===== config.mk =====
export PLATFORM = sky130hd
export DESIGN_NAME = fp16_result_packer
export DESIGN_NICKNAME = d
export VERILOG_FILES = /design/src/rtl/fp16_pkg.sv /design/src/rtl/sync_fifo_fwft.sv /design/src/rtl/fp16_result_packer.sv
export SDC_FILE = /design/constraint.sdc
export NUM_CORES = 1
export LEC_CHECK = 0
export BUFFER_PORTS_ARGS = -buffer_cell sky130_fd_sc_hd__buf_2
export CELL_PAD_IN_SITES_DETAIL_PLACEMENT = 0
export CELL_PAD_IN_SITES_GLOBAL_PLACEMENT = 1
export CORE_MARGIN = 3
export CORE_UTILIZATION = 45
export CTS_CLUSTER_DIAMETER = 150
export DETAILED_ROUTE_END_ITERATION = 12
export HOLD_SLACK_MARGIN = 0.12
export PLACE_DENSITY_LB_ADDON = 0.1
export SLEW_MARGIN = 20
export SYNTH_ARGS = -nofsm -noshare
export SYNTH_HDL_FRONTEND = slang
export SYNTH_SLANG_ARGS = --single-unit
export TNS_END_PERCENT = 10

===== constraint.sdc =====
create_clock -name clk -period 3 [get_ports clk]
set_input_delay 0.15 -clock clk [delete_from_list [all_inputs] [get_ports clk]]
set_output_delay 0.15 -clock clk [all_outputs]
set_load 0.02 [all_outputs]

===== src/rtl/fp16_pkg.sv =====
// Shared fp16 definitions for the multiplier result path.
// Holds the lane width, the zero pattern and the lane bit-slicing helper.
package fp16_pkg;

  localparam int FP16_W = 16;
  localparam logic [FP16_W-1:0] FP16_ZERO = 16'h0000;

  // Bit offset of a given lane inside a packed multi-lane word.
  function automatic int lane_lsb(input int lane);
    return lane * FP16_W;
  endfunction

endpackage


===== src/rtl/sync_fifo_fwft.sv =====
// Synchronous first-word-fall-through FIFO; the head entry is visible on o_rdata
// whenever o_empty is low. A push while full is accepted only alongside a pop.
module sync_fifo_fwft #(
  parameter int WIDTH = 8,
  parameter int DEPTH = 4,
  localparam int AW = $clog2(DEPTH)
) (
  input  logic             clk,
  input  logic             rstn,
  input  logic             i_push,
  input  logic [WIDTH-1:0] i_wdata,
  input  logic             i_pop,
  output logic [WIDTH-1:0] o_rdata,
  output logic             o_full,
  output logic             o_empty,
  output logic [AW:0]      o_count
);

  logic [WIDTH-1:0] r_mem [DEPTH];
  logic [AW-1:0]    r_wr_ptr;
  logic [AW-1:0]    r_rd_ptr;
  logic [AW:0]      r_count;
  logic             w_wr;
  logic             w_rd;

  assign o_full  = (r_count == (AW+1)'(DEPTH));
  assign o_empty = (r_count == '0);
  assign o_count = r_count;
  assign o_rdata = r_mem[r_rd_ptr];

  assign w_rd = i_pop & ~o_empty;
  // When full, the slot being written is the one being read out this cycle.
  assign w_wr = i_push & (~o_full | w_rd);

  always_ff @(posedge clk or negedge rstn) begin
    if (!rstn) begin
      r_wr_ptr <= '0;
      r_rd_ptr <= '0;
      r_count  <= '0;
      for (int i = 0; i < DEPTH; i++) begin
        r_mem[i] <= '0;
      end
    end else begin
      if (w_wr) begin
        r_mem[r_wr_ptr] <= i_wdata;
        r_wr_ptr        <= r_wr_ptr + AW'(1);
      end
      if (w_rd) begin
        r_rd_ptr <= r_rd_ptr + AW'(1);
      end
      case ({w_wr, w_rd})
        2'b10:   r_count <= r_count + (AW+1)'(1);
        2'b01:   r_count <= r_count - (AW+1)'(1);
        default: r_count <= r_count;
      endcase
    end
  end

endmodule


===== src/rtl/fp16_result_packer.sv =====
// Packs LANES consecutive fp16 multiplier results into one wide word and queues
// it for DMA write-back; raises an early stall since the multiplier cannot wait.
module fp16_result_packer
  import fp16_pkg::*;
#(
  parameter int LANES        = 8,
  parameter int FIFO_DEPTH   = 4,
  parameter int STALL_MARGIN = 2
) (
  input  logic                    clk,
  input  logic                    rstn,
  input  logic                    in_valid,
  input  logic [FP16_W-1:0]       in_data,
  input  logic                    in_last,
  output logic                    stall,
  output logic                    out_valid,
  input  logic                    out_ready,
  output logic [FP16_W*LANES-1:0] out_data,
  output logic [LANES-1:0]        out_keep,
  output logic                    out_last,
  output logic                    overflow_err,
  input  logic                    clr_err
);

  localparam int DW  = FP16_W * LANES;
  localparam int FW  = DW + LANES + 1;
  localparam int LCW = $clog2(LANES);
  localparam int AW  = $clog2(FIFO_DEPTH);

  logic [LCW-1:0]   r_lane_cnt;
  logic [DW-1:0]    r_pack_data;
  logic [LANES-1:0] r_pack_keep;
  logic             r_stall;
  logic             r_overflow;

  logic [DW-1:0]    w_word_data;
  logic [LANES-1:0] w_word_keep;
  logic             w_complete;
  logic             w_pop;
  logic             w_push_ok;
  logic             w_drop;
  logic             w_full;
  logic             w_empty;
  logic [AW:0]      w_count;
  logic [AW:0]      w_count_next;
  logic [FW-1:0]    w_fifo_wdata;
  logic [FW-1:0]    w_fifo_rdata;

  // The completing sample is merged combinationally so the word is pushed
  // in the same cycle as its final lane, keeping word boundaries bubble-free.
  always_comb begin
    w_word_data = r_pack_data;
    w_word_keep = r_pack_keep;
    if (in_valid) begin
      w_word_data[lane_lsb(int'(r_lane_cnt)) +: FP16_W] = in_data;
      w_word_keep[r_lane_cnt] = 1'b1;
    end
  end

  assign w_complete   = in_valid & ((r_lane_cnt == LCW'(LANES - 1)) | in_last);
  assign w_pop        = ~w_empty & out_ready;
  assign w_push_ok    = w_complete & (~w_full | w_pop);
  assign w_drop       = w_complete & ~w_push_ok;
  assign w_count_next = w_count + (AW+1)'(w_push_ok) - (AW+1)'(w_pop);
  assign w_fifo_wdata = {w_word_data, w_word_keep, in_last};

  always_ff @(posedge clk or negedge rstn) begin
    if (!rstn) begin
      r_lane_cnt  <= '0;
      r_pack_data <= '0;
      r_pack_keep <= '0;
    end else if (in_valid) begin
      if (w_complete) begin
        r_lane_cnt  <= '0;
        r_pack_data <= '0;
        r_pack_keep <= '0;
      end else begin
        r_lane_cnt  <= r_lane_cnt + LCW'(1);
        r_pack_data <= w_word_data;
        r_pack_keep <= w_word_keep;
      end
    end
  end

  // A dropped word beats a simultaneous clear so no loss goes unreported.
  always_ff @(posedge clk or negedge rstn) begin
    if (!rstn) begin
      r_stall    <= 1'b0;
      r_overflow <= 1'b0;
    end else begin
      r_stall <= (FIFO_DEPTH - int'(w_count_next)) <= STALL_MARGIN;
      if (w_drop) begin
        r_overflow <= 1'b1;
      end else if (clr_err) begin
        r_overflow <= 1'b0;
      end
    end
  end

  sync_fifo_fwft #(
    .WIDTH (FW),
    .DEPTH (FIFO_DEPTH)
  ) u_fifo (
    .clk     (clk),
    .rstn    (rstn),
    .i_push  (w_push_ok),
    .i_wdata (w_fifo_wdata),
    .i_pop   (w_pop),
    .o_rdata (w_fifo_rdata),
    .o_full  (w_full),
    .o_empty (w_empty),
    .o_count (w_count)
  );

  assign stall        = r_stall;
  assign overflow_err = r_overflow;
  assign out_valid    = ~w_empty;
  assign out_data     = w_empty ? {LANES{FP16_ZERO}} : w_fifo_rdata[FW-1 -: DW];
  assign out_keep     = w_empty ? '0 : w_fifo_rdata[LANES:1];
  assign out_last     = ~w_empty & w_fifo_rdata[0];

endmodule


; ---- Yosys cells after proc, flatten, opt, wreduce, memory -nomap -nowiden
; Cells that the tools add are included.
; W data, S select, Z words.
[totals]
ff_bits = 696
latch_bits = 0
mem_bits_rw = 0
rom_bits = 0
inputBits = 22
output_inout_bits = 140
elab_cells = 73
n_memories = 0
[op_classes]
n_addsub = 9
n_mul = 0
div = 0
order_cmp = 6
n_eq_ne = 4
shift = 2
n_mux = 19
bitwise = 16
reduce_logical = 5
[op_table]
columns = op, count
row1 = $bwmux W548, 1
row2 = $mux W137, 3
row3 = $mux W128, 3
row4 = $bmux W137 S2, 1
row5 = $demux W137 S2, 1
row6 = $bwmux W128, 1
row7 = $shift A16 B33 Y128 const A, 1
row8 = $shiftx A16 B33 Y128, 1
row9 = $neg A7 Y33, 1
row10 = $mux W8, 3
row11 = $or A8 B8 Y8, 1
row12 = $and A1 B1 Y1, 7
row13 = $add A3 B1 Y3 const B, 2
row14 = $eq A3 B3 Y1 const B, 2
row15 = $ge A3 B3 Y1 const B, 2
row16 = $not A2 Y3, 2
row17 = $pmux W3 S2, 1
row18 = $add A2 B1 Y2 const B, 2
row19 = $le A4 B3 Y1 const B, 1
row20 = $lt A3 B4 Y1 const B, 1
row21 = $reduce_bool A2 Y1, 2
row22 = $sub A3 B3 Y4 const A, 1
row23 = $add A3 B1 Y3, 1
row24 = $demux W1 S3, 1
row25 = other kinds (12), 19

; ---- Depth between registers and ports, before layout
; Gate-level depths: netlist of the first run.
[logic_depth]
depth_word = 9
ltp_mapped = 14
ltp_nobuf = 13

; ---- By module
; A second synthesis of the first run with hierarchy kept.
[unflattened]
hier_cells = 2370
area_unflattened_um2 = 32775.2
[modules_own_cells]
columns = module, instances, cells_each, area_each_um2, seq_area_each_um2
row1 = sync_fifo_fwft, 1, 1365, 24180.7, 13888.3
row2 = fp16_result_packer, 1, 1005, 8594.5, 3528.4

; ---- Least setup slack after synthesis of the first run
; Ideal clock, no wire load.
[synth_timing]
path_type = reg-to-reg
start = register r_lane_cnt[1]
end = register r_stall (netlist: stall)
setup_ps = 130
arrival_ps = 2845
t_required_ps = 2870
setup_slack_ps = 25
stages_incl_launch_ff = 15
path_buffers = 1
period_less_slack_ps = 2975
path_cell_list = dfrtp_1 ha_1 ha_1 o21a_1 clkbuf_1 nand2_1 ha_1 inv_1 ha_1 inv_1 fa_1 xnor2_1 xnor2_1 xnor2_1 o22ai_1
[synth_via]
elab_chain_len = 8
[synth_lines]
columns = element, line
row1 = from (decl), fp16_result_packer.sv:30  ; logic [LCW-1:0] r_lane_cnt;
row2 = from (signal assigned), fp16_result_packer.sv:78  ; r_lane_cnt <= r_lane_cnt + LCW'(1);
row3 = $eq A3 B3 Y1, fp16_result_packer.sv:60  ; assign w_complete = in_valid & ((r_lane_cnt == LCW'(LANES - 1)) | in_last);
row4 = $or A1 B1 Y1, fp16_result_packer.sv:60
row5 = $and A1 B1 Y1, fp16_result_packer.sv:60
row6 = $and A1 B1 Y1, fp16_result_packer.sv:62  ; assign w_push_ok = w_complete & (~w_full | w_pop);
row7 = $add A3 B1 Y3, fp16_result_packer.sv:64  ; assign w_count_next = w_count + (AW+1)'(w_push_ok) - (AW+1)'(w_pop);
row8 = $sub A3 B1 Y3, fp16_result_packer.sv:64
row9 = $sub A3 B3 Y4, fp16_result_packer.sv:91  ; r_stall <= (FIFO_DEPTH - int'(w_count_next)) <= STALL_MARGIN;
row10 = $le A4 B3 Y1, fp16_result_packer.sv:91
row11 = to (signal assigned), fp16_result_packer.sv:88  ; r_stall <= 1'b0;
row12 = to (signal assigned), fp16_result_packer.sv:91
row13 = to (decl), fp16_result_packer.sv:33  ; logic r_stall;
; No other way between the ends.
; A chain may end at the register's enable or synchronous reset.

; ---- Final worst setup path of the first run
[layout_timing]
start = register u_fifo.r_rd_ptr[0]
end = output out_data[18]
[layout_via]
elab_chain_len = 5
[layout_lines]
columns = element, line
row1 = from (decl), sync_fifo_fwft.sv:21  ; logic [AW-1:0] r_rd_ptr;
row2 = from (signal assigned), sync_fifo_fwft.sv:49  ; r_rd_ptr <= r_rd_ptr + AW'(1);
row3 = $not A2 Y3 (implied by the code), sync_fifo_fwft.sv:29  ; assign o_rdata = r_mem[r_rd_ptr];
row4 = $bmux W137 S2, sync_fifo_fwft.sv:29
row5 = $mux W137 (implied by the code) (2 in series), sync_fifo_fwft.sv:29
row6 = $mux W128, fp16_result_packer.sv:118  ; assign out_data = w_empty ? {LANES{FP16_ZERO}} : w_fifo_rdata[FW-1 -: DW];
row7 = to (decl), fp16_result_packer.sv:18  ; output logic [FP16_W*LANES-1:0] out_data,
; No other way between the ends. The select of a mux whose other input is x is not followed.

==> implementation parameters, run 1 <==
Parameter                              Value

Run status
  Run status    completed

STA
  Setup ws final    approximately 0.13 ns
  Max-slew violation count    0
  Transition time at the pin with the least slew margin    0.8432 ns
  Hold violation count in the final report    0
  Worst setup skew after layout    between 0.01 and 0.015 ns
  Setup-failing EPs final    0
  Time the worst path needs with I/O delays and setup    2.875 ns
  Relative slew margins    43.79%
  Max Clock Freq    0.3478 GHz
  Fin Setup TNS    0 ns
  Setup repair after global routing missed its margin    no
  Fraction of the cycle the final worst path needs    a little over nine tenths

Drt
  Routed length per instance    approximately 22 um
  Number of vias per cell    5.445
  Final WL    between 80,000 and 90,000 um
  Final routed DRC violation total    0
  Count of TritonRoute iterations in the first routing pass    5
  Initial detailed-routing violation count    around 1.5k
  Vias after detailed routing    21.02k
  Final ANT Viol Nets    0

Synthesis
  Number of warnings issued by yosys    0
  Simple-Gate Fraction of Synth Area    approximately an eighth
  Multiplexer share of the synthesized area    16.22%
  Post-synthesis share of cell area spent on xor and xnor gates    0.2531%
  Dominant combinational cell family by area after synthesis    multiplexers
  Number of enable flip-flop cells after synthesis    0
  Synthesized net count    2,779
  Most common flop cell mapped by yosys    sky130_fd_sc_hd__dfrtp_1
  Number of distinct standard cells referenced by the synthesized netlist    44
  Number of cells produced by synthesis    about 2.7k
  Share of synthesized flip-flops with an asynchronous set or reset    100.0%
  Netlist Area Pre-Place    between 30,000 and 40,000 um^2
  Sequential fraction of the synthesis area    ~56%
  Synthesized area per cell    roughly 11 um^2
  Flop and latch count out of synthesis    approximately 700
  Compound-cell area share of the yosys netlist    10.70%
  Area share of fa/ha/maj cells after synthesis    less than 1%

Clock tree
  Post-CTS repair timing setup buffer count    0
  Skew-Pair Late Insertion Delay    0.60 ns
  TritonCTS Sinks    about 700
  Clock Tree Buf Depth    3
  CTS H-tree depth    3
  Cell at the root of the clock tree    sky130_fd_sc_hd__clkbuf_16
  CTS tree    built
  Number of buffers added by the clock tree synthesis step    slightly below 80
  Register clock-pin slew on the reported worst setup and hold paths    about 0.060 ns

Floorplanning
  Starting density of the core    between 40 and 50%
  Total Die Area    between 70,000 and 80,000 um^2
  Core outline area    67,870 um^2
  Overall die width    roughly 270 um
  Top Ports    162
  FP Rows    95
  Die boundary height    around 270 um

Final layout
  Area grow syn2layout    16.45%
  Ratio of cells with drive above 1 in the final layout    20.03%
  Fin cells    between 3k and 4k
  # diodes    0
  Number of nets in the finished design    around 3k

GRT
  Largest net degree at the start of global routing    just under 100
  Number of global-route vias before repair    21.79k
  Overflow left after global routing    0
  Number of antenna violations at the first check in global routing    1
  First-pass GRT wire length    131,500 um
  GR Util All Layers    roughly a quarter

Place
  DPL Wire Length    54,830 um
  Routability cong.    around 0.78
  # placed instances    around 3.7k
  IO buf count    161
  Post-placement setup slack    0.01366 ns

Flow run
  Count of maximum capacitance violations    0

Critical path
  CP startpoint kind    register
  Setup crit end kind    output port
  Worst Path Required    ~2.9 ns
  Category of the critical setup timing path    register to output port
  Worst-path maximum fanout    21
  Data arrival time of the critical path    2.72 ns

Min path
  Hold crit path type    input pin to async pin

Power and ir drop
  Final total power    27.31 mW
  Maximum VDD drop    approximately 450 uV
  Static leakage power    approximately 16 nW
  Power per Cell Area    roughly 750 nW/um^2
[cell usage after synthesis, types with 3 or more instances]
cell type	n	area (um^2)
sky130_fd_sc_hd__nand2_1	552	2072
sky130_fd_sc_hd__buf_2	78	390.4
sky130_fd_sc_hd__xnor2_1	6	52.55
sky130_fd_sc_hd__mux2_2	5	56.30
sky130_fd_sc_hd__buf_12	4	80.08
sky130_fd_sc_hd__nand2b_1	17	106.4
sky130_fd_sc_hd__xor2_1	3	26.28
sky130_fd_sc_hd__a31oi_1	4	25.02
sky130_fd_sc_hd__clkbuf_1	102	382.9
sky130_fd_sc_hd__mux2i_4	50	1126
sky130_fd_sc_hd__nor2_1	71	266.5
sky130_fd_sc_hd__o22ai_1	42	262.8
sky130_fd_sc_hd__dfrtp_1	696	17420
sky130_fd_sc_hd__nor2b_1	4	25.02
sky130_fd_sc_hd__buf_1	8	30.03
sky130_fd_sc_hd__o21ai_0	525	2628
sky130_fd_sc_hd__a22o_1	15	131.4
sky130_fd_sc_hd__inv_1	52	195.2
sky130_fd_sc_hd__a21oi_1	20	100.1
sky130_fd_sc_hd__and3_1	8	50.05
sky130_fd_sc_hd__o221a_2	4	45.04
sky130_fd_sc_hd__mux2i_1	77	770.7
sky130_fd_sc_hd__and2_1	180	1126
sky130_fd_sc_hd__o21ai_1	21	105.1
sky130_fd_sc_hd__ha_1	15	187.7
sky130_fd_sc_hd__mux4_2	137	3085
sky130_fd_sc_hd__nand3_1	6	30.03
sky130_fd_sc_hd__buf_4	9	67.56
sky130_fd_sc_hd__buf_6	9	101.4
[kinds of logic (layout without fill, tap and decap cells)]
| kind of cell | after synthesis | after routing |
|---|---|---|
| and+or+nand+nor | 851 | 851 |
| DFF | 696 | 696 |
| AOI/OAI and AO/OA | 635 | 635 |
| muxes | 270 | 270 |
| buffers and inverters | 262 | 462 |
| adders and majority gates | 17 | 17 |
| xor gates and xnor gates | 9 | 9 |
[cell type report]
| type | count | area [um^2] |
|---|---|---|
| fillers | 5938 | 31600 |
| flip-flops and latches | 696 | 17420 |
| multi-input cells | 1782 | 12590 |
| repair buffers | 275 | 2352 |
| clock buffers | 118 | 2346 |
| well taps | 921 | 1152 |
| clock inverters | 17 | 210.2 |
| inverters | 52 | 195.2 |
[final timing paths]
path                                     endpoint               start  cells past startpoint  slack, ns
max in group asynchronous       u_fifo.r_mem[527]                rstn                      3       1.78
worst min-delay path             u_fifo.r_mem[33]                rstn                      2       0.18
worst max register to register  u_fifo.r_mem[493]       r_lane_cnt[0]                      9       0.15
worst min register to register   u_fifo.r_mem[95]    u_fifo.r_mem[95]                      2       0.47
min in group clk                     overflow_err             clr_err                      3       0.32
worst max-delay path                 out_data[18]  u_fifo.r_rd_ptr[0]                      4       0.13
[cells in the final DEF, fill, tap and decap left out, types with 4 or more instances in the layout]
master                          instances
sky130_fd_sc_hd__buf_2                160
sky130_fd_sc_hd__bufinv_16              5
sky130_fd_sc_hd__nor2b_1                4
sky130_fd_sc_hd__dfrtp_1              694
sky130_fd_sc_hd__clkbuf_1              19
sky130_fd_sc_hd__ha_1                  14
sky130_fd_sc_hd__clkbuf_16             81
sky130_fd_sc_hd__o221a_2                4
sky130_fd_sc_hd__mux4_2               137
sky130_fd_sc_hd__a31oi_1                4
sky130_fd_sc_hd__clkinv_2              12
sky130_fd_sc_hd__and3_1                 7
sky130_fd_sc_hd__and2_1               180
sky130_fd_sc_hd__o21ai_0              525
sky130_fd_sc_hd__buf_12                48
sky130_fd_sc_hd__inv_1                 52
sky130_fd_sc_hd__o22ai_1               42
sky130_fd_sc_hd__nand3_4                4
sky130_fd_sc_hd__xnor2_1                6
sky130_fd_sc_hd__buf_4                 42
sky130_fd_sc_hd__nor2_1                71
sky130_fd_sc_hd__mux2_2                 5
sky130_fd_sc_hd__nand2b_1              17
sky130_fd_sc_hd__mux2i_1               73
sky130_fd_sc_hd__dlygate4sd3_1         21
sky130_fd_sc_hd__nand2_1              551
sky130_fd_sc_hd__mux2i_4               51
sky130_fd_sc_hd__clkbuf_8              18
sky130_fd_sc_hd__a21oi_1               20
sky130_fd_sc_hd__o21ai_1               21
sky130_fd_sc_hd__mux2i_2                4
sky130_fd_sc_hd__a22o_1                15
[worst max-delay path, cell delays in order (launching register included)]
cell and delay, ns:
sky130_fd_sc_hd__dfrtp_4 0.86, sky130_fd_sc_hd__buf_4 0.36, sky130_fd_sc_hd__mux4_2 0.56, sky130_fd_sc_hd__and2_1 0.17
sky130_fd_sc_hd__buf_2 0.15
[state kept, by name (all words and copies together), names as in the netlist, 2 cells and up]
signal and count:
u_fifo.r_mem 548, r_pack_data 128, r_pack_keep 8, r_lane_cnt 3, u_fifo.o_count 3, u_fifo.r_rd_ptr 2
u_fifo.r_wr_ptr 2
[power breakdown]
part / switching, mW / internal [mW] / total (mW)
combinational: 3.93 / 2.74 / 6.67
clock: 3.78 / 5.79 / 9.57
sequential: 0.721 / 10.4 / 11.1
total: 8.43 / 18.9 / 27.3
[metal layers]
| layer | routed length [um] | global-route usage (%) | vias up |
|---|---|---|---|
| met1 | 38920 | 34.62 | 10729 |
| met5 | 0 | 0 | - |
| met3 | 3777 | 3.732 | 102 |
| met2 | 39200 | 38.09 | 469 |
| li1 | - | - | 9724 |
| met4 | 1622 | 5.321 | 0 |
[metrics by stage]
step	utilization [%]	hold WS, ns	area [um^2]
floorplan	-	-0.1456	31150
global placement	49.27	0.2436	33440
detailed placement	49.27	0.2397	33440
CTS	53.37	0.1990	36220
global route	53.44	0.2178	36270
finish	53.44	0.1810	36270
[what timing repair did]
item / in CTS / in global routing
endpoints found under the setup margin: 73 / 86
hold endpoints to repair: 199 / 0
resized for setup: 3 / 8
hold buffers: 21 / 0
Power figures use the tool's default switching activity.
==> inputs of run 2 (changes only) <==
--- a/config.mk
+++ b/config.mk
@@ -9,12 +9,12 @@
 export CELL_PAD_IN_SITES_DETAIL_PLACEMENT = 0
 export CELL_PAD_IN_SITES_GLOBAL_PLACEMENT = 1
 export CORE_MARGIN = 3
-export CORE_UTILIZATION = 45
+export CORE_UTILIZATION = 46
+export CTS_BUF_LIST = sky130_fd_sc_hd__clkbuf_4
 export CTS_CLUSTER_DIAMETER = 150
 export DETAILED_ROUTE_END_ITERATION = 12
 export HOLD_SLACK_MARGIN = 0.12
 export PLACE_DENSITY_LB_ADDON = 0.1
-export SLEW_MARGIN = 20
 export SYNTH_ARGS = -nofsm -noshare
 export SYNTH_HDL_FRONTEND = slang
 export SYNTH_SLANG_ARGS = --single-unit
==> run 2 against run 1 <==
Final cell count increased by 5.2%. Sequential power about the same. Largest power group unchanged. Highest routed layer unchanged. Utilization increased by 2.9 points. Clock-buffer cell count increased by 183. Via count increased by 4.3%. Cell area increased by 3.2%. First-iteration DRC count increased by 3.9%. Global-route usage increased by 1.2 points. The run now ends with negative setup slack left. Clock skew increased by 0.037 ns. Hold slack improved by 0.059 ns. Critical endpoint is now out_data[65]. Setup slack got worse by 0.13 ns.
==> implementation parameters, run 2 (synthesis results as in run 1) <==
Parameter                              Value

Critical path
  Worst-case reg-to-reg path depth    9
  Slowest-stage cell, CP    sky130_fd_sc_hd__mux4_2
  Slowest stage delay, CP    0.58 ns
  Ordered list of cells on the worst path    clkbuf_16 -> buf_16 -> mux4_2 -> and2_4 -> buf_6
  Setup crit end kind    output port
  Data arrival time of the critical path    2.85 ns
  Worst Path Required    around 2.9 ns
  Category of the critical setup timing path    register to output port
  Worst-path maximum fanout    6
  CP startpoint kind    register

STA
  Hold violation count in the final report    0
  Max-slew violation count    0
  Transition time at the pin with the least slew margin    between 0.9 and 1 ns
  Worst setup skew after layout    approximately 0.05 ns
  Setup-failing EPs final    1
  Time the worst path needs with I/O delays and setup    approximately 3 ns
  Max Clock Freq    0.3328 GHz
  Relative slew margins    a little over a third
  Setup repair after global routing missed its margin    yes
  Hold Worst Slack    between 0.2 and 0.25 ns
  Setup ws final    -0.004692 ns
  Fraction of the cycle the final worst path needs    100.2%

GRT
  GR Util All Layers    between 20% and 30%
  First-pass GRT wire length    roughly 140,000 um
  Number of global-route vias before repair    22.95k
  Overflow left after global routing    0
  Number of antenna violations at the first check in global routing    3
  Largest net degree at the start of global routing    90

Place
  Post-placement cell area    33,320 um^2
  Post-placement setup slack    about 0.1 ns
  DPL Wire Length    53,550 um
  Routability cong.    slightly below 0.8
  IO buf count    161

Run status
  Run status    complete, but fails checks
  Failing checks    negative setup slack

Floorplanning
  Overall die width    around 270 um
  Die boundary height    ~270 um
  Core outline area    66,450 um^2
  FP Rows    94
  Top Ports    between 150 and 200
  Total Die Area    approximately 71,000 um^2
  Starting density of the core    46.87%

Clock tree
  Number of buffers added by the clock tree synthesis step    roughly 190
  CTS tree    built
  Clock Tree Buf Depth    3
  Cell at the root of the clock tree    sky130_fd_sc_hd__clkbuf_4
  Skew-Pair Late Insertion Delay    a little over 1 ns
  TritonCTS Sinks    696
  Register clock-pin slew on the reported worst setup and hold paths    ~0.060 ns
  CTS H-tree depth    4

Drt
  Vias after detailed routing    about 22k
  Final ANT Viol Nets    0
  Number of vias per cell    roughly 5.4
  Count of TritonRoute iterations in the first routing pass    6
  Routed length per instance    21.71 um
  Final routed DRC violation total    0
  Initial detailed-routing violation count    around 1.5k
  Final WL    between 80,000 and 90,000 um

Final layout
  Finished Cell Area    37,420 um^2
  Flip-flop count of the largest register, all copies and words added    between 500 and 600
  Area grow syn2layout    20.13%
  Registers with the highest flip-flop counts    u_fifo.r_mem: 548 flops, r_pack_data: 128 flops, r_pack_keep: 8 flops
  Most common cell after layout, fill and taps aside    sky130_fd_sc_hd__dfrtp_1
  Register name with the most flops    u_fifo.r_mem
  Leading cell types in the layout, fill and taps excluded    694 x sky130_fd_sc_hd__dfrtp_1, 551 x sky130_fd_sc_hd__nand2_1, 525 x sky130_fd_sc_hd__o21ai_0, 301 x sky130_fd_sc_hd__clkbuf_4, 137 x sky130_fd_sc_hd__mux4_2
  Ratio of cells with drive above 1 in the final layout    27.28%
  Number of nets in the finished design    around 3.1k

Power and ir drop
  Power per Cell Area    roughly 740 nW/um^2
  Static leakage power    around 17 nW
  Maximum VDD drop    roughly 400 uV

Flow run
  Count of maximum capacitance violations    0

Min path
  Hold crit path type    input pin to register
  Hold Path Cell Cnt    4
[run 2: layer usage]
layer / up-vias / GRT usage [%] / share of wire (%)
met2: 528 / 39.81 / 47
met3: 132 / 4.913 / 4.3
met1: 11106 / 34.59 / 46
met5: - / 0 / 0
li1: 10164 / - / -
met4: 0 / 8.447 / 2.6
[run 2: report_power, final]
part | internal [mW] | switching (mW)
logic | 3.54 | 4.44
registers | 10.3 | 0.617
clock network | 4.94 | 3.95
total | 18.8 | 9.01
[run 2: layout make-up]
type / count / area [um^2]
diodes: 3 / 7.507
clock buffers: 301 / 2260
clock inverters: 38 / 286.5
fillers: 5769 / 29030
inverters: 52 / 195.2
multi-input cells: 1782 / 12710
flip-flops and latches: 696 / 17420
well taps: 864 / 1081
repair buffers: 324 / 3455
[run 2: stage by stage]
stage	utilization (%)	power [mW]	instances	TNS (ns)
floorplan	-	15.35	2740	0
global placement	50.14	17.66	3651	0
detailed placement	50.14	17.80	3651	0
CTS	55.07	27.15	4037	-4.200
global route	56.31	29.36	4060	-7.126
finish	56.31	27.83	4060	-0.004692
[run 2: path summary, 6_finish.rpt]
path	startpoint	end	slack (ns)
worst max-delay path	u_fifo.r_rd_ptr[0]	out_data[65]	-0.005
worst min-delay path	in_data[0]	r_pack_data[64]	0.24
worst max register to register	r_lane_cnt[0]	u_fifo.r_mem[347]	0.15
worst min register to register	u_fifo.r_mem[233]	u_fifo.r_mem[233]	0.47
max in group asynchronous	rstn	u_fifo.r_mem[538]	2.05
min in group asynchronous	rstn	r_pack_data[5]	0.42
[run 2: what timing repair did]
| item | in CTS | in global routing |
|---|---|---|
| buffers inserted | 1 | 2 |
| cloned | 2 | 18 |
| resized for setup | 64 | 135 |
| setup endpoints to repair | 122 | 144 |
| hold buffers | 44 | 0 |
| pin swaps | 2 | 1 |
| hold endpoints to repair | 1363 | 0 |
[run 2: critical path: cells and delay by family, from the launching register on]
| family | cells | cell delay (ns) |
|---|---|---|
| buffers and inverters | 3 | 0.53 |
| DFF | 1 | 0.53 |
| muxes | 1 | 0.58 |
| and+or+nand+nor | 1 | 0.19 |
==> inputs of run 3 (changes only) <==
==> constraint.sdc (replaced) <==
create_clock -name clk -period 3 [get_ports clk]
set_input_delay 0.15 -clock clk [delete_from_list [all_inputs] [get_ports clk]]
set_output_delay 0.15 -clock clk [all_outputs]
set_load 0.1 [all_outputs]
==> run 3 against run 2 <==
The flow now finishes without violations. Clock-buffer cell count is 8 lower. Sequential share of layout area is 0.85 points lower. Utilization is 1.0 points higher. Highest routed layer unchanged. Cell area is 1.9% higher. Critical path depth stayed put. Die area stayed put. Via count is 0.20% lower. Critical path type unchanged. Fmax is 0.76% higher.
==> implementation parameters, run 3 (synthesis results as in run 1) <==
Parameter                              Value

Run status
  Run status    completed

Critical path
  Setup crit end kind    output port
  Minimum setup slack among reg-to-reg paths    approximately 0.15 ns
  Endpoint of the worst-slack reg-to-reg timing path    u_fifo.r_mem[347]
  Worst-path maximum fanout    17
  Data arrival time of the critical path    between 2 and 3 ns
  Category of the critical setup timing path    register to output port
  Worst Path Required    2.85 ns
  Ordered list of cells on the worst path    buf_12 -> buf_12 -> mux4_2 -> and2_1 -> buf_4
  Slowest stage delay, CP    0.54 ns
  R2r startpoint    r_lane_cnt[0]
  Worst-case reg-to-reg path depth    9
  CP startpoint kind    register
  Buf/Inv on CP    3
  Slowest-stage cell, CP    sky130_fd_sc_hd__mux4_2
  Crit path top cell by count    sky130_fd_sc_hd__buf_12
  Cell family contributing the most delay on the critical path    buffers and inverters

Flow run
  Count of maximum capacitance violations    0

Final layout
  Fin cells    a little over 4k
  Register name with the most flops    u_fifo.r_mem
  Leading cell types in the layout, fill and taps excluded    694 x sky130_fd_sc_hd__dfrtp_1, 551 x sky130_fd_sc_hd__nand2_1, 525 x sky130_fd_sc_hd__o21ai_0, 293 x sky130_fd_sc_hd__clkbuf_4, 137 x sky130_fd_sc_hd__mux4_2
  Registers with the highest flip-flop counts    u_fifo.r_mem: 548 flops, r_pack_data: 128 flops, r_pack_keep: 8 flops
  Finished Cell Area    approximately 38,000 um^2
  Ratio of cells with drive above 1 in the final layout    27.05%
  Flip-flop count of the largest register, all copies and words added    548
  Number of nets in the finished design    approximately 3.1k
  Area grow syn2layout    22.37%
  Most common cell after layout, fill and taps aside    sky130_fd_sc_hd__dfrtp_1
  Fin util    57.35%

GRT
  Number of antenna violations at the first check in global routing    3
  Overflow left after global routing    0
  Largest net degree at the start of global routing    107
  Number of global-route vias before repair    about 23k
  First-pass GRT wire length    between 100,000 and 150,000 um
  GR Util All Layers    between 20 and 30%

Place
  IO buf count    ~160
  Post-placement cell area    34,170 um^2
  # placed instances    between 3k and 4k
  Routability cong.    around 0.77
  DPL Wire Length    53,220 um

Drt
  Final ANT Viol Nets    0
  Count of TritonRoute iterations in the first routing pass    5
  Final routed DRC violation total    0
  Final WL    ~87,000 um
  Initial detailed-routing violation count    between 1.5k and 2k
  Vias after detailed routing    between 20k and 25k
  Number of vias per cell    around 5.4
  Routed length per instance    approximately 21 um

Min path
  Worst min-delay path endpoint    u_fifo.r_wr_ptr[0]
  Hold_sp    out_ready
  Hold crit path type    input pin to register
  Hold Path Cell Cnt    5

STA
  Fraction of the cycle the final worst path needs    between 90% and 100%
  Time the worst path needs with I/O delays and setup    about 3.0 ns
  Setup-failing EPs final    0
  Relative slew margins    40.89%
  Max-slew violation count    0
  Setup repair after global routing missed its margin    yes
  Hold Worst Slack    between 0.2 and 0.25 ns
  Max Clock Freq    between 0.3 and 0.4 GHz
  Hold violation count in the final report    0
  Transition time at the pin with the least slew margin    approximately 0.89 ns
  Worst setup skew after layout    around 0.043 ns

Floorplanning
  Total Die Area    roughly 71,000 um^2
  Top Ports    between 150 and 200
  Die boundary height    around 270 um
  Starting density of the core    46.87%
  FP Rows    94
  Overall die width    between 200 and 300 um
  Core outline area    approximately 66,000 um^2

Power and ir drop
  Power per Cell Area    a little under 800 nW/um^2
  Static leakage power    ~17 nW
  Maximum VDD drop    1006 uV

Clock tree
  CTS H-tree depth    4
  CTS tree    built
  Register clock-pin slew on the reported worst setup and hold paths    0.06 ns
  TritonCTS Sinks    696
  Cell at the root of the clock tree    sky130_fd_sc_hd__clkbuf_4
  Skew-Pair Late Insertion Delay    1.04 ns
  Number of buffers added by the clock tree synthesis step    about 190
  Clock Tree Buf Depth    3
run 3: cell types whose count changed in the layout (fill, tap and decap cells not counted), moves of 3 or more:
cell | previous run | this run
sky130_fd_sc_hd__and2_4 | 59 | 66
sky130_fd_sc_hd__and2_1 | 121 | 113
sky130_fd_sc_hd__clkbuf_4 | 301 | 293
sky130_fd_sc_hd__diode_2 | 3 | 11
sky130_fd_sc_hd__buf_6 | 61 | 43
sky130_fd_sc_hd__buf_16 | 8 | 11
sky130_fd_sc_hd__buf_4 | 54 | 81
sky130_fd_sc_hd__clkbuf_16 | 13 | 0
sky130_fd_sc_hd__buf_2 | 100 | 23
sky130_fd_sc_hd__buf_12 | 42 | 103
sky130_fd_sc_hd__dlygate4sd3_1 | 43 | 46
sky130_fd_sc_hd__clkinv_1 | 27 | 19
run 3: worst reg2reg max path, stage by stage, from the launching register on:
cell and delay, ns:
sky130_fd_sc_hd__dfrtp_1 0.36, sky130_fd_sc_hd__buf_6 0.17, sky130_fd_sc_hd__inv_1 0.12, sky130_fd_sc_hd__ha_1 0.22
sky130_fd_sc_hd__ha_2 0.39, sky130_fd_sc_hd__nand2_1 0.07, sky130_fd_sc_hd__or4b_2 0.71, sky130_fd_sc_hd__buf_12 0.24
sky130_fd_sc_hd__mux2i_2 0.32, sky130_fd_sc_hd__o21ai_0 0.15
run 3: worst max-delay path by stage:
stage | depth (start not counted) | start | to | slack, ns
floorplan | 14 | r_lane_cnt[1] | stall | 0.02
global placement | 9 | r_lane_cnt[0] | u_fifo.r_mem[484] | 0.19
detailed placement | 9 | r_lane_cnt[0] | u_fifo.r_mem[347] | 0.05
CTS | 5 | u_fifo.r_rd_ptr[0] | out_data[16] | -0.11
global route | 5 | u_fifo.r_rd_ptr[0] | out_data[16] | -0.15
finish | 5 | u_fifo.r_rd_ptr[0] | out_data[88] | 0.02
run 3: layout make-up:
cell class / instances / area (um^2)
inverters: 52 / 195.2
diodes: 11 / 27.53
flip-flops and latches: 696 / 17420
clock inverters: 31 / 312.8
multi-input cells: 1782 / 12740
well taps: 864 / 1081
repair buffers: 311 / 4128
fillers: 5677 / 28340
clock buffers: 293 / 2200
run 3: where the power goes:
group          switching (mW)  total (mW)  internal [mW]
registers               0.540        10.9           10.4
clock network            3.91        8.89           4.98
logic                    6.29        10.0           3.74
run 3: metal layers:
metal	wire length (um)	global-route usage [%]	share of wire, %
met1	39610	35.70	46
met4	2388	9.203	2.8
met2	41110	40.36	47
met5	0	0	0
met3	3662	4.423	4.2
run 3: repair_timing:
action                     4_1_cts  5_1_grt
buffers inserted                 9        0
setup endpoints to repair      138      247
hold buffers                    48        0
hold endpoints to repair      1353        0
resized for setup              188       22
gates cloned                     7        0
run 3: stage by stage:
step / worst slack, ns / power (mW) / TNS [ns]
after floorplan: 0.02475 / 17.20 / 0
after global placement: 0.1913 / 19.89 / 0
after detailed placement: 0.04680 / 20.03 / 0
after CTS: -0.1078 / 30.18 / -5.563
after global routing: -0.1539 / 31.38 / -9.635
final: 0.01785 / 29.82 / 0
